[src/rtl/fp_div_pkg.sv]
// Shared definitions for the sequential IEEE-754 divider.
//   state_e        : controller states (IDLE, DIV, ROUND, DONE)
//   FLG_*          : bit positions inside the 5-bit flags word
//   exp_bias()     : exponent bias for a given exponent width
//   qnan_word()    : canonical quiet NaN (sign 0, exponent all ones,
//                    mantissa MSB set), right-aligned in 64 bits
package fp_div_pkg;

  typedef enum logic [1:0] {
    S_IDLE  = 2'd0,
    S_DIV   = 2'd1,
    S_ROUND = 2'd2,
    S_DONE  = 2'd3
  } state_e;

  localparam int FLG_INV = 4;
  localparam int FLG_DZ  = 3;
  localparam int FLG_OF  = 2;
  localparam int FLG_UF  = 1;
  localparam int FLG_NX  = 0;

  function automatic int exp_bias(input int exp_w);
    return (1 << (exp_w - 1)) - 1;
  endfunction

  // Caller slices the low 1+exp_w+man_w bits.
  function automatic logic [63:0] qnan_word(input int exp_w, input int man_w);
    logic [63:0] w;
    w = ((64'd1 << exp_w) - 64'd1) << man_w;
    w = w | (64'd1 << (man_w - 1));
    return w;
  endfunction

endpackage

[src/rtl/fp_div_round.sv]
// Combinational back end of the divider: normalise, round-to-nearest-even,
// range check and pack.
//   quo_i    : MAN_W+3 quotient bits, MSB has weight 2^0
//   sticky_i : nonzero final remainder
//   exp_i    : signed biased exponent before normalisation (EXP_W+2 bits)
//   sign_i   : result sign
//   result_o : packed IEEE word
//   of_o, uf_o, nx_o : overflow / underflow / inexact
module fp_div_round
  import fp_div_pkg::*;
#(
  parameter int EXP_W = 8,
  parameter int MAN_W = 23
) (
  input  logic [MAN_W+2:0]     quo_i,
  input  logic                 sticky_i,
  input  logic signed [EXP_W+1:0] exp_i,
  input  logic                 sign_i,
  output logic [EXP_W+MAN_W:0] result_o,
  output logic                 of_o,
  output logic                 uf_o,
  output logic                 nx_o
);

  localparam int Q  = MAN_W + 3;
  localparam int EW = EXP_W + 2;
  localparam logic signed [EW-1:0] ONE_E  = EW'(1);
  localparam logic signed [EW-1:0] ZERO_E = '0;
  localparam logic signed [EW-1:0] EMAX   = EW'((1 << EXP_W) - 1);

  logic [MAN_W-1:0]       mant;
  logic                   guard_b;
  logic                   round_b;
  logic                   round_up;
  logic [MAN_W:0]         sum;
  logic signed [EW-1:0]   e_norm;
  logic signed [EW-1:0]   e_rnd;

  always_comb begin
    // Quotient lies in (0.5, 2): a zero MSB means one extra left shift.
    if (quo_i[Q-1]) begin
      mant    = quo_i[Q-2:2];
      guard_b = quo_i[1];
      round_b = quo_i[0];
      e_norm  = exp_i;
    end else begin
      mant    = quo_i[Q-3:1];
      guard_b = quo_i[0];
      round_b = 1'b0;
      e_norm  = exp_i - ONE_E;
    end

    round_up = guard_b & (round_b | sticky_i | mant[0]);
    sum      = {1'b0, mant} + {{MAN_W{1'b0}}, round_up};
    // Carry out of the fraction: fraction wraps to zero, exponent bumps.
    e_rnd    = e_norm + (sum[MAN_W] ? ONE_E : ZERO_E);

    nx_o     = guard_b | round_b | sticky_i;
    of_o     = 1'b0;
    uf_o     = 1'b0;
    result_o = {sign_i, e_rnd[EXP_W-1:0], sum[MAN_W-1:0]};

    if (e_rnd >= EMAX) begin
      result_o = {sign_i, {EXP_W{1'b1}}, {MAN_W{1'b0}}};
      of_o     = 1'b1;
      nx_o     = 1'b1;
    end else if (e_rnd <= ZERO_E) begin
      result_o = {sign_i, {(EXP_W + MAN_W){1'b0}}};
      uf_o     = 1'b1;
      nx_o     = 1'b1;
    end
  end

endmodule

[src/rtl/fp_div_seq.sv]
// Sequential radix-2 restoring IEEE-754 divider (one quotient bit per clock).
//   clk, rst         : clock, asynchronous active-high reset
//   in_valid/in_ready: operand handshake, a = dividend, b = divisor
//   out_valid/out_ready: result handshake, result + flags
//   flags            : {invalid, div_by_zero, overflow, underflow, inexact}
//   dbg_state_o      : current controller state
//
// Handshake: a transfer happens on a rising edge where valid && ready.
// in_ready is high only in IDLE; out_valid is high only in DONE, where
// result/flags are held until out_ready. DONE always returns to IDLE
// before another accept, so at most one operation is in flight.
module fp_div_seq
  import fp_div_pkg::*;
#(
  parameter int EXP_W = 8,
  parameter int MAN_W = 23
) (
  input  logic                 clk,
  input  logic                 rst,
  input  logic                 in_valid,
  output logic                 in_ready,
  input  logic [EXP_W+MAN_W:0] a,
  input  logic [EXP_W+MAN_W:0] b,
  output logic                 out_valid,
  input  logic                 out_ready,
  output logic [EXP_W+MAN_W:0] result,
  output logic [4:0]           flags,
  output state_e               dbg_state_o
);

  localparam int W  = 1 + EXP_W + MAN_W;
  localparam int M  = MAN_W + 1;
  localparam int Q  = MAN_W + 3;
  localparam int CW = $clog2(Q + 1);
  localparam int EW = EXP_W + 2;
  localparam logic [63:0]          QNAN_WIDE = qnan_word(EXP_W, MAN_W);
  localparam logic [W-1:0]         QNAN      = QNAN_WIDE[W-1:0];
  localparam logic signed [EW-1:0] BIAS_E    = EW'(exp_bias(EXP_W));

  // Operand decode
  logic             sa, sb, sign_in;
  logic [EXP_W-1:0] ea, eb;
  logic [MAN_W-1:0] ma, mb;
  logic             a_zero, b_zero, a_inf, b_inf, a_nan, b_nan, a_snan, b_snan;

  assign {sa, ea, ma} = a;
  assign {sb, eb, mb} = b;
  assign sign_in = sa ^ sb;
  // Exponent 0 flushes subnormals to zero.
  assign a_zero  = ~|ea;
  assign b_zero  = ~|eb;
  assign a_inf   = (&ea) & ~|ma;
  assign b_inf   = (&eb) & ~|mb;
  assign a_nan   = (&ea) & |ma;
  assign b_nan   = (&eb) & |mb;
  assign a_snan  = a_nan & ~ma[MAN_W-1];
  assign b_snan  = b_nan & ~mb[MAN_W-1];

  logic         spec_hit;
  logic [W-1:0] spec_res;
  logic [4:0]   spec_flg;

  always_comb begin
    spec_hit = 1'b1;
    spec_res = '0;
    spec_flg = '0;
    if (a_nan | b_nan) begin
      spec_res           = QNAN;
      spec_flg[FLG_INV]  = a_snan | b_snan;
    end else if ((a_zero & b_zero) | (a_inf & b_inf)) begin
      spec_res           = QNAN;
      spec_flg[FLG_INV]  = 1'b1;
    end else if (a_inf) begin
      spec_res = {sign_in, {EXP_W{1'b1}}, {MAN_W{1'b0}}};
    end else if (b_inf) begin
      spec_res = {sign_in, {(W-1){1'b0}}};
    end else if (b_zero) begin
      spec_res          = {sign_in, {EXP_W{1'b1}}, {MAN_W{1'b0}}};
      spec_flg[FLG_DZ]  = 1'b1;
    end else if (a_zero) begin
      spec_res = {sign_in, {(W-1){1'b0}}};
    end else begin
      spec_hit = 1'b0;
    end
  end

  // Datapath / control registers
  state_e               state_q, state_d;
  logic [CW-1:0]        cnt_q, cnt_d;
  logic [M:0]           rem_q, rem_d;   // one spare bit for the shifted remainder
  logic [M-1:0]         div_q, div_d;
  logic [Q-1:0]         quo_q, quo_d;
  logic signed [EW-1:0] exp_q, exp_d;
  logic                 sign_q, sign_d;
  logic [W-1:0]         result_q, result_d;
  logic [4:0]           flags_q, flags_d;

  logic [W-1:0]         rnd_result;
  logic                 rnd_of, rnd_uf, rnd_nx;
  logic                 rem_ge;

  assign rem_ge = rem_q >= {1'b0, div_q};

  fp_div_round #(.EXP_W(EXP_W), .MAN_W(MAN_W)) u_round (
    .quo_i    (quo_q),
    .sticky_i (|rem_q),
    .exp_i    (exp_q),
    .sign_i   (sign_q),
    .result_o (rnd_result),
    .of_o     (rnd_of),
    .uf_o     (rnd_uf),
    .nx_o     (rnd_nx)
  );

  always_comb begin
    state_d  = state_q;
    cnt_d    = cnt_q;
    rem_d    = rem_q;
    div_d    = div_q;
    quo_d    = quo_q;
    exp_d    = exp_q;
    sign_d   = sign_q;
    result_d = result_q;
    flags_d  = flags_q;

    case (state_q)
      S_IDLE: begin
        if (in_valid) begin
          sign_d = sign_in;
          if (spec_hit) begin
            result_d = spec_res;
            flags_d  = spec_flg;
            state_d  = S_DONE;
          end else begin
            rem_d   = {1'b0, 1'b1, ma};
            div_d   = {1'b1, mb};
            quo_d   = '0;
            cnt_d   = '0;
            exp_d   = $signed({2'b00, ea}) - $signed({2'b00, eb}) + BIAS_E;
            state_d = S_DIV;
          end
        end
      end
      S_DIV: begin
        // Restoring step: subtract if it fits, record the bit, shift.
        rem_d = (rem_ge ? (rem_q - {1'b0, div_q}) : rem_q) << 1;
        quo_d = {quo_q[Q-2:0], rem_ge};
        cnt_d = cnt_q + CW'(1);
        if (cnt_q == CW'(Q - 1)) state_d = S_ROUND;
      end
      S_ROUND: begin
        result_d         = rnd_result;
        flags_d          = '0;
        flags_d[FLG_OF]  = rnd_of;
        flags_d[FLG_UF]  = rnd_uf;
        flags_d[FLG_NX]  = rnd_nx;
        state_d          = S_DONE;
      end
      S_DONE: begin
        if (out_ready) state_d = S_IDLE;
      end
      default: state_d = S_IDLE;
    endcase
  end

  always_ff @(posedge clk or posedge rst) begin
    if (rst) begin
      state_q  <= S_IDLE;
      cnt_q    <= '0;
      rem_q    <= '0;
      div_q    <= '0;
      quo_q    <= '0;
      exp_q    <= '0;
      sign_q   <= 1'b0;
      result_q <= '0;
      flags_q  <= '0;
    end else begin
      state_q  <= state_d;
      cnt_q    <= cnt_d;
      rem_q    <= rem_d;
      div_q    <= div_d;
      quo_q    <= quo_d;
      exp_q    <= exp_d;
      sign_q   <= sign_d;
      result_q <= result_d;
      flags_q  <= flags_d;
    end
  end

  assign in_ready    = (state_q == S_IDLE);
  assign out_valid   = (state_q == S_DONE);
  assign result      = result_q;
  assign flags       = flags_q;
  assign dbg_state_o = state_q;

endmodule

[config.mk]
export PLATFORM = sky130hd
export DESIGN_NAME = fp_div_seq
export DESIGN_NICKNAME = d
export VERILOG_FILES = /design/src/rtl/fp_div_pkg.sv /design/src/rtl/fp_div_round.sv /design/src/rtl/fp_div_seq.sv
export SDC_FILE = /design/constraint.sdc
export NUM_CORES = 1
export LEC_CHECK = 0
export BUFFER_PORTS_ARGS = -buffer_cell sky130_fd_sc_hd__buf_4
export CORE_ASPECT_RATIO = 0.8
export CORE_MARGIN = 10
export CORE_UTILIZATION = 60
export CTS_CLUSTER_DIAMETER = 60
export DETAILED_ROUTE_END_ITERATION = 12
export GPL_ROUTABILITY_DRIVEN = 0
export PLACE_DENSITY = 0.82
export SLEW_MARGIN = 20
export SYNTH_ARGS = -nofsm -noshare
export SYNTH_HDL_FRONTEND = slang
export SYNTH_SLANG_ARGS = --single-unit
[constraint.sdc]
create_clock -name clk -period 13.7 [get_ports clk]
set_input_delay 2.055 -clock clk [delete_from_list [all_inputs] [get_ports clk]]
set_output_delay 2.055 -clock clk [all_outputs]
set_load 0.05 [all_outputs]
==> impl_results.md <==
* Yosys reg bits at 130
* Final WL at about 25000 um
* CTS tree: built
* Slew @ Worst Pin at around 1000 ps
* Max-slew headroom at between 30% and 40%
* Crit path DAT at 6480 ps
* RR Startpoint: quo_q[25]$_DFFE_PP0P_
* Clock Tree Root: clkbuf_16
* Port Buffers at 108
* Mux cell area share after synthesis at 4.165%
* Worst path required time at 14020 ps
* Ports at ~110
* Detail Route Antenna Nets at 0
* Simple-gate portion of the synthesized area at about 22%
* Most common cell in the synthesized netlist: nand2_1
* RSZ-0062 raised after global routing: no
* Wire per inst at ~19 um
* Total negative setup slack at 0 ps
* CP endpoint: result[15]$_DFFE_PP0P_
* Largest area contributor in the netlist: dfrtp_1
* Fin. Hold Viols at 0
* Leakage at 4.828 nW
* Vias at between 8000 and 9000
* Setup Viol. Count Final at 0
* H-tree Lvls at 4
* Clock latency on the worst-skew pair at roughly 440 ps
* Initial antenna violation count at 0
* Die W at 157.0 um
* P_int at approximately 0.0013 W
* Synth warn at 0
* CP Class: register to register
* Area of the multi-input gates at approximately 0.0053 mm2
* Layout Skew at approximately 12 ps
* FFs w/ async S/R, synth at between 90% and 100%
* Vias in the first global route at between 7000 and 8000
* Final net count at ~1200
* Yosys top cell area share at 36.10%
* Syn Nets at between 1000 and 1500
* Synth Area in Adders at 6.414%
* Top FF cell, synth: dfrtp_1
* Rows at 39
* Compound-Gate Fraction of Synth Area at just under 20%
* R2R Setup Slk at around 7500 ps
* Sw frac at 46.07%
* Max Cap Viol at 0
* Fin crit period at a little over 6000 ps
* Post-Synthesis Cells at around 1000
* Slowest stage delay, CP at 1030 ps
* P_sw at around 0.0011 W
* Reg2Reg Capture Point: result[15]$_DFFE_PP0P_
* Seq/Total Area, Yosys at 36.10%
* Most frequent CP cell: ha_1
* Final period util at 44.93%
* CTS Buf Count at 17
* Netlist cell types at 75
* Ranking of synthesized cells by area: dfrtp_1, ha_1, nand2_1, o21ai_0, xnor2_1
* Hold Buf Count CTS at 0
* Post-route DRC violation count at 0
* DIE HEIGHT at roughly 130 um
* Max Buffers Root-to-Sink at 2
* Slowest CP cell: dfrtp_2
* Layout cells sized above 1 at 14.95%
* Worst vdd ir at 163.5 uV
* HPWL after detailed placement at approximately 18000 um
* Starting Density at roughly 62%
* Grt ovf at 0
* Post-CTS Setup Bufs at 0
* Status: finished clean
* Via density at ~6.3
* Cell Area, Synth at 0.009012 mm2
* Reg clk slew, reported paths at ~60 ps
* Register area at 0.003254 mm2
* Layout area overhead at 16.97%
* # diodes at 0
* Worst setup SP type: register
* Cell Chain, Critical Path: nand2_1, a2111oi_1, nand4_1, nor3_1, nand3_1, nor2_1, ha_1, ha_1, xnor2_1, or3_1, or4_1, a2111oi_4, nor3b_2, buf_4, a32o_1
* Clock share of power at about a fifth
* Worst Hold Depth at 2
* Die ar. at 0.02035 mm2
* All-layer global routing usage at between 20 and 25%
* Core Area at ~0.014 mm2
* CP startpoint: quo_q[25]$_DFFE_PP0P_
* HP Class: register to register
* Global-route wire length before repair at 40740 um
* Fmax at between 0.15 and 0.2 GHz
* Combinational power share at 56.4%
* Largest family of logic cells by synthesized area: simple AND/OR/NAND/NOR gates
* Hold WS at approximately 450 ps
* Number of synthesized flops with an enable pin at 0
* Initial DRC count at 921
* Top cells by count, synth: nand2_1, dfrtp_1, o21ai_0
* Clock Sinks at 130
* Power density over the cells at between 200 and 250 mW/mm2
* Reg2Reg Depth at 15
* Crit-path max FO at 48
* Router iterations before antenna repair at 8
* XOR/XNOR Fraction of Synth Area at 6.803%
* Post-cts sizing count at 0
* Max Slew Vio Count at 0
* Critical path endpoint category: register
* Avg Inst Size Synth at ~8.6 um2
* Largest net degree at the start of global routing at 77
* FILL cells at approximately 1100
* Sequential fraction of design power at around a quarter
-- cells by family (layout without fill, tap and decap cells) --
logic type | Yosys count | count (layout)
AO/OA/AOI/OAI | 252 | 252
adder cells (fa/ha/maj) | 45 | 45
flip-flops | 130 | 130
AND/OR/NAND/NOR | 396 | 396
XOR/XNOR | 70 | 70
buffers and inverters | 118 | 207
multiplexers | 37 | 37
-- final cells by class --
class	instances	area share, %
clock inverter	9	1.234
inverter	60	2.160
sequential	130	30.87
tap	184	2.184
clock buffer	22	4.499
multi-input combinational	800	50.60
timing repair buffer	116	8.451
-- layout by cell type, fill, tap and decap left out, types with 16 or more instances in the layout --
master,synthesis,routed
a21o_1,20,20
a21oi_1,32,31
a22o_1,21,21
buf_4,0,115
clkbuf_16,0,17
dfrtp_1,130,129
ha_1,43,42
inv_1,59,58
mux2i_1,33,33
nand2_1,143,143
nand3_1,51,51
nand4_1,19,19
nor2_1,55,54
nor3_1,18,18
nor4_1,24,24
o21ai_0,76,76
or3_1,16,16
xnor2_1,39,39
xor2_1,31,31
-- registers in the layout, summed over array words and instances, names as in the netlist --
| register | count |
|---|---|
| cnt_q | 5 |
| dbg_state_o | 2 |
| div_q | 24 |
| exp_q | 10 |
| flags | 5 |
| quo_q | 26 |
| rem_q | 25 |
| result | 32 |
| sign_q | 1 |
-- metrics by stage --
step / util [%] / area [um2] / std cells / total power (W) / worst slack (ps)
6_report: 72.74 / 10540 / 1321 / 0.002470 / 7545
5_1_grt: 72.74 / 10540 / 1321 / 0.002633 / 7184
4_1_cts: 72.54 / 10510 / 1320 / 0.002435 / 7395
3_5_place_dp: 68.37 / 9908 / 1289 / 0.001950 / 7676
3_3_place_gp: 68.37 / 9908 / 1289 / 0.001917 / 7878
2_1_floorplan: - / 9012 / 1048 / 0.001619 / 8176
-- routing by layer --
metal	track usage [%]	routed length, um
met1	34.12	11270
met4	6.531	350
met2	37.85	11500
met3	6.481	2155
met5	0	0
-- critical path: cells and delay by family (launching register included) --
| kind | cells | cell delay (ps) |
|---|---|---|
| flip-flops | 1 | 1030 |
| AO/OA/AOI/OAI | 3 | 1620 |
| adder cells (fa/ha/maj) | 2 | 470 |
| AND/OR/NAND/NOR | 8 | 2550 |
| XOR/XNOR | 1 | 120 |
| buffers and inverters | 1 | 220 |
-- worst min path at each step --
stage | startpoint | to | slack (ps)
3_3_place_gp | div_q[23]$_DFFE_PP0P_ | div_q[23]$_DFFE_PP0P_ | 440
4_1_cts | div_q[23]$_DFFE_PP0P_ | div_q[23]$_DFFE_PP0P_ | 460
5_1_grt | div_q[23]$_DFFE_PP0P_ | div_q[23]$_DFFE_PP0P_ | 480
2_1_floorplan | div_q[23]$_DFFE_PP0P_ | div_q[23]$_DFFE_PP0P_ | 420
6_report | div_q[23]$_DFFE_PP0P_ | div_q[23]$_DFFE_PP0P_ | 450
3_5_place_dp | div_q[23]$_DFFE_PP0P_ | div_q[23]$_DFFE_PP0P_ | 450
-- power groups by stage --
stage	combinational (W)	sequential [W]	clock, W
finish	0.00139	0.000603	0.000475
global route	0.00152	0.000617	0.000491
CTS	0.00136	0.000599	0.000475
detailed placement	0.00135	0.000604	0
global placement	0.00132	0.000601	0
floorplan	0.000964	0.000654	0
Note: power is estimated with default switching activity, not from simulation.
